**src/rtl/alu_operand_sequencer_pkg.sv**
```systemverilog
// Shared constants and types for the ALU operand sequencer.
package alu_operand_sequencer_pkg;

    localparam int unsigned DEFAULT_DATA_W          = 4;
    localparam int unsigned DEFAULT_DEBOUNCE_CYCLES = 16;
    localparam int unsigned PHASE_W                 = 3;
    localparam int unsigned SEL_W                   = 2;

    // Sequencer states; the encoding is also shown on the status LEDs
    typedef enum logic [PHASE_W-1:0] {
        ST_GET_A  = 3'd0,
        ST_GET_B  = 3'd1,
        ST_GET_OP = 3'd2,
        ST_EXEC   = 3'd3,
        ST_SHOW   = 3'd4
    } phaseT;

    // ALU select codes {S1,S0}
    localparam logic [SEL_W-1:0] OP_ADD = 2'b00;
    localparam logic [SEL_W-1:0] OP_SUB = 2'b01;
    localparam logic [SEL_W-1:0] OP_AND = 2'b10;
    localparam logic [SEL_W-1:0] OP_XOR = 2'b11;

endpackage

```
**src/rtl/alu_operand_sequencer_btn.sv**
```systemverilog
// Push-button conditioner: 2-flop synchronizer, stability counter, rising-edge pulse.
module btn_debounce #(
    parameter int unsigned DEBOUNCE_CYCLES = 16
) (
    input  logic clk,
    input  logic rst_n,
    input  logic btn_raw,
    output logic level,
    output logic rise_pulse
);

    localparam int unsigned CNT_W = $clog2(DEBOUNCE_CYCLES);
    localparam logic [CNT_W-1:0] CNT_LAST = CNT_W'(DEBOUNCE_CYCLES - 1);

    logic [1:0]       syncQ;
    logic             syncLevel;
    logic [CNT_W-1:0] stableCnt;

    assign syncLevel = syncQ[1];

    // Bring the asynchronous button into the clock domain
    always_ff @(posedge clk or negedge rst_n) begin
        if (!rst_n) begin
            syncQ <= 2'b00;
        end else begin
            syncQ <= {syncQ[0], btn_raw};
        end
    end

    // Accept a level change only after it has persisted; pulse on accepted press
    always_ff @(posedge clk or negedge rst_n) begin
        if (!rst_n) begin
            level      <= 1'b0;
            stableCnt  <= '0;
            rise_pulse <= 1'b0;
        end else begin
            rise_pulse <= 1'b0;
            if (syncLevel == level) begin
                stableCnt <= '0;
            end else if (stableCnt == CNT_LAST) begin
                level      <= syncLevel;
                stableCnt  <= '0;
                rise_pulse <= syncLevel;
            end else begin
                stableCnt <= stableCnt + CNT_W'(1);
            end
        end
    end

endmodule

```
**src/rtl/alu_operand_sequencer.sv**
```systemverilog
// Collects A, B and opcode from the switches, drives the ALU, latches its result.
module alu_operand_sequencer
    import alu_operand_sequencer_pkg::*;
#(
    parameter int unsigned DATA_W          = DEFAULT_DATA_W,
    parameter int unsigned DEBOUNCE_CYCLES = DEFAULT_DEBOUNCE_CYCLES
) (
    input  logic              clk,
    input  logic              rst_n,
    input  logic [DATA_W-1:0] sw,
    input  logic              btn_load,
    input  logic              btn_clear,
    output logic [DATA_W-1:0] op_a,
    output logic [DATA_W-1:0] op_b,
    output logic [1:0]        op_sel,
    input  logic [DATA_W-1:0] alu_r,
    input  logic              alu_cout,
    input  logic              alu_ovr,
    output logic [DATA_W-1:0] res_q,
    output logic              cout_q,
    output logic              ovr_q,
    output logic              res_valid,
    output logic [2:0]        phase
);

    logic loadEvt;
    logic clearEvt;

    phaseT             stateQ;
    phaseT             stateNext;
    logic [DATA_W-1:0] opANext;
    logic [DATA_W-1:0] opBNext;
    logic [SEL_W-1:0]  opSelNext;
    logic [DATA_W-1:0] resNext;
    logic              coutNext;
    logic              ovrNext;
    logic              resValidNext;

    btn_debounce #(.DEBOUNCE_CYCLES(DEBOUNCE_CYCLES)) uLoadBtn (
        .clk        (clk),
        .rst_n      (rst_n),
        .btn_raw    (btn_load),
        .level      (),
        .rise_pulse (loadEvt)
    );

    btn_debounce #(.DEBOUNCE_CYCLES(DEBOUNCE_CYCLES)) uClearBtn (
        .clk        (clk),
        .rst_n      (rst_n),
        .btn_raw    (btn_clear),
        .level      (),
        .rise_pulse (clearEvt)
    );

    assign phase = stateQ;

    // Next state and next register contents; clear dominates any load
    always_comb begin
        stateNext    = stateQ;
        opANext      = op_a;
        opBNext      = op_b;
        opSelNext    = op_sel;
        resNext      = res_q;
        coutNext     = cout_q;
        ovrNext      = ovr_q;
        resValidNext = res_valid;
        if (clearEvt) begin
            stateNext    = ST_GET_A;
            opANext      = '0;
            opBNext      = '0;
            opSelNext    = OP_ADD;
            resNext      = '0;
            coutNext     = 1'b0;
            ovrNext      = 1'b0;
            resValidNext = 1'b0;
        end else begin
            case (stateQ)
                ST_GET_A, ST_SHOW: begin
                    if (loadEvt) begin
                        opANext      = sw;
                        resValidNext = 1'b0;
                        stateNext    = ST_GET_B;
                    end
                end
                ST_GET_B: begin
                    if (loadEvt) begin
                        opBNext   = sw;
                        stateNext = ST_GET_OP;
                    end
                end
                ST_GET_OP: begin
                    if (loadEvt) begin
                        opSelNext = sw[SEL_W-1:0];
                        stateNext = ST_EXEC;
                    end
                end
                ST_EXEC: begin
                    // Operands have been stable for the whole cycle; ALU output has settled
                    resNext      = alu_r;
                    coutNext     = alu_cout;
                    ovrNext      = alu_ovr;
                    resValidNext = 1'b1;
                    stateNext    = ST_SHOW;
                end
                default: begin
                    stateNext = ST_GET_A;
                end
            endcase
        end
    end

    // State, operand and result registers
    always_ff @(posedge clk or negedge rst_n) begin
        if (!rst_n) begin
            stateQ    <= ST_GET_A;
            op_a      <= '0;
            op_b      <= '0;
            op_sel    <= '0;
            res_q     <= '0;
            cout_q    <= 1'b0;
            ovr_q     <= 1'b0;
            res_valid <= 1'b0;
        end else begin
            stateQ    <= stateNext;
            op_a      <= opANext;
            op_b      <= opBNext;
            op_sel    <= opSelNext;
            res_q     <= resNext;
            cout_q    <= coutNext;
            ovr_q     <= ovrNext;
            res_valid <= resValidNext;
        end
    end

endmodule

```
**config.mk**
```make
export PLATFORM = sky130hd
export DESIGN_NAME = alu_operand_sequencer
export DESIGN_NICKNAME = d
export VERILOG_FILES = /design/src/rtl/alu_operand_sequencer_pkg.sv /design/src/rtl/alu_operand_sequencer_btn.sv /design/src/rtl/alu_operand_sequencer.sv
export SDC_FILE = /design/constraint.sdc
export NUM_CORES = 1
export LEC_CHECK = 0
export ABC_AREA = 1
export CAP_MARGIN = 20
export CORE_AREA = 2 2 47 82
export DETAILED_ROUTE_END_ITERATION = 8
export DIE_AREA = 0 0 49 84
export PLACE_DENSITY = 0.72
export SLEW_MARGIN = 0
export SYNTH_ARGS = -nofsm -noshare
export SYNTH_HDL_FRONTEND = slang
export SYNTH_SLANG_ARGS = --single-unit
```
**constraint.sdc**
```tcl
create_clock -name clk -period 1.2 [get_ports clk]
set_input_delay 0.12 -clock clk [delete_from_list [all_inputs] [get_ports clk]]
set_output_delay 0.12 -clock clk [all_outputs]
set_load 0.05 [all_outputs]
```
==> qor.csv, run 1 <==
metric,value,unit
number of buffers added on ports,33,
Slew @ Worst Pin,329.4,ps
Mapped Area,1463,um2
"FF+latch count, synth",36,
count of different cell masters after synthesis,21,
Filler cells,275,
WL/cell,12.93,um
"critical path fanouts, max",7,
NumNets Final,217,
post-synthesis sequential area ratio,0.6159,
DR iter-0 viols,26,
die height,84,um
clock sinks,36,
H-tree Lvls,2,
Vias,1196,
crit path buf inv count,0,
leakage power,1.079,nW
multi-input logic area,520.5,um2
R2R cell count,4,
Setup WS pre-CTS,-40.22,ps
Worst-Skew Late Latency,280,ps
crit path time final,1141,ps
achievable frequency,876.2,MHz
Cell Pwr Density,1125,nW/um2
max_slew headroom,0.7789,
Final GP Congestion,0.8772,
post-layout util,0.6346,
"commonest non-fill, non-tap cell in the layout",nand2_1,
Clock transition at path regs,60,ps
"slowest stage delay, CP",490,ps
Crit path top cell by count,nand2_1,
"Setup violations, final",0,
number of synthesized flops with an enable pin,0,
drt pass-1 iters,4,
Setup Skew,4.581,ps
Final Slew Violations,0,
Tcrit/Tclk final,0.9511,
initial cell density of the core,0.4156,
Mean Syn Cell Area,9.560,um2
ANT cells,0,
status,"complete, no violations",
first-pass GRT wire length,5416,um
I/O Pins,34,
area occupied by registers,904.6,um2
syn nets,169,
Critical R2R Launch,phase[0]$_DFFE_PN0P_,
arrival time worst endpoint,1310,ps
crit-path cells,"nor3_2, nand2_1, nand3_1, nand2_1",
DR DRC count,0,
gr usage total,0.1746,
Syn Inst Count,153,
data required time of the worst path,1370,ps
Clk Tree Root Cell,clkbuf_8,
synth warn,0,
DIE AREA,4116,um2
CORE AREA,3520,um2
post-DP HPWL,2331,um
drt via density,4.842,
R2R Path End,op_sel[1]$_DFFE_PN0P_,
CP Capture Type,register,
Worst Hold Class,in2async,
most frequent cells in the layout,"nand2_1, dfrtp_1, buf_12, nand3_1",
Critical-path top delay cell,dfrtp_2,
vias in the first global route,1267,
quantity of hold-fixing buffers added after cts,0,
Clock Tree Buf Depth,2,
ys async rst share,1.000,
Die Width,49,um
FP Rows,29,
dominant synthesized flop cell,dfrtp_1,
largest net degree at the start of global routing,37,
layout cell share with drive strength beyond 1,0.2587,
WS Path Type,reg2reg,
total CTS buffers,5,
MaxCap Viol Count,0,
Final Hold Vio Count,0,
Routed Antenna Nets,0,
final setup margin,58.70,ps
Synth-to-Final Area Change,52.69,%
gr ovfl total,0,
CTS tree,built,
worst reg2reg setup slack,60,ps
maximum vdd drop,0.9343,mV
"delay-heaviest family, CP",simple AND/OR/NAND/NOR gates,
initial antenna violation count,0,
Routed WL,3194,um
CP startpoint kind,register,
==> kinds of logic (layout without fill, tap and decap cells) <==
family	Yosys count	after routing	share of synthesized area
simple gates	81	81	0.2481
fa+ha+maj	2	2	0.01711
compound gates	14	14	0.05219
xor+xnor	3	3	0.01797
flops	36	36	0.6159
buf+inv	17	65	0.04875
==> stage by stage <==
step	instances	power [mW]	area, um2	TNS, ps	hold slack (ps)
after global routing	247	2.641	2233	-3.664	231.0
final	247	2.512	2233	0	206.6
after floorplan	153	1.517	1466	0	-175.6
after detailed placement	235	1.720	2086	-49.38	338.7
after global placement	235	1.696	2086	0	337.3
after CTS	244	2.518	2186	0	205.3
==> how the worst max path moves through the flow <==
stage                                           from                          endpoint  slack (ps)  cells past startpoint
floorplan                       phase[1]$_DFFE_PN0P_               op_b[0]$_DFFE_PN0P_          20                      4
global placement    uClearBtn.stableCnt[0]$_DFF_PN0_  uClearBtn.stableCnt[0]$_DFF_PN0_          40                      5
detailed placement  uClearBtn.stableCnt[0]$_DFF_PN0_  uClearBtn.stableCnt[0]$_DFF_PN0_         -40                      5
CTS                             phase[1]$_DFFE_PN0P_               op_b[2]$_DFFE_PN0P_           5                      4
global route                    phase[0]$_DFFE_PN0P_             op_sel[1]$_DFFE_PN0P_          -4                      4
finish                          phase[0]$_DFFE_PN0P_             op_sel[1]$_DFFE_PN0P_          60                      4
==> final cells by class <==
class / count / share of cell area
inverter: 16 / 0.02801
clock inverter: 1 / 0.002241
sequential: 36 / 0.4050
clock buffer: 6 / 0.03249
multi-input combinational: 100 / 0.2331
timing repair buffer: 42 / 0.2734
tap: 46 / 0.02577
==> registers in the layout (all words and copies together), names as in the netlist <==
name,count
ovr_q,1
uClearBtn.stableCnt,4
res_q,4
uLoadBtn.stableCnt,4
uClearBtn.syncQ,2
cout_q,1
uClearBtn.level,1
phase,3
op_sel,2
op_b,4
op_a,4
uLoadBtn.syncQ,2
uLoadBtn.rise_pulse,1
uClearBtn.rise_pulse,1
uLoadBtn.level,1
res_valid,1
==> power by group <==
group	switching [mW]	internal [mW]
logic	0.211	0.192
registers	0.0705	1.26
clock network	0.387	0.394
==> what timing repair did <==
action | in CTS | in global routing
pin swaps | 2 | 4
setup buffers | 2 | 3
resized for setup | 4 | 7
endpoints found under the hold margin | 0 | 0
endpoints found under the setup margin | 5 | 20
==> metal layers <==
metal  share of wire  track usage
met4           0.020       0.1039
met2            0.57       0.3064
met1            0.37       0.1774
met5               0            0
met3           0.036      0.05197
==> Yosys cell counts, types with 2 or more instances <==
master	n	share of area
ha_1	2	0.017
dfrtp_1	36	0.62
nand3_1	18	0.062
xnor2_1	2	0.012
nor2_1	11	0.028
o21ai_0	10	0.034
nand2_1	41	0.11
nor3_1	3	0.010
inv_1	15	0.038
nand4_1	3	0.013
a21oi_1	2	0.0068
==> worst reg2reg max path, cell delays in order, from the launching register on <==
cell	delay, ps
dfrtp_2	490
nor3_2	300
nand2_1	110
nand3_1	90
nand2_1	50
Power figures use the tool's default switching activity.
==> run 2: changes to the inputs <==
--- a/config.mk
+++ b/config.mk
@@ -8,10 +8,10 @@
 export ABC_AREA = 1
 export CAP_MARGIN = 20
 export CORE_AREA = 2 2 47 82
+export CTS_CLUSTER_SIZE = 40
 export DETAILED_ROUTE_END_ITERATION = 8
 export DIE_AREA = 0 0 49 84
 export PLACE_DENSITY = 0.72
-export SLEW_MARGIN = 0
 export SYNTH_ARGS = -nofsm -noshare
 export SYNTH_HDL_FRONTEND = slang
 export SYNTH_SLANG_ARGS = --single-unit
==> results of run 2 <==
Final layout, timing and power as in run 1 (identical DEF).
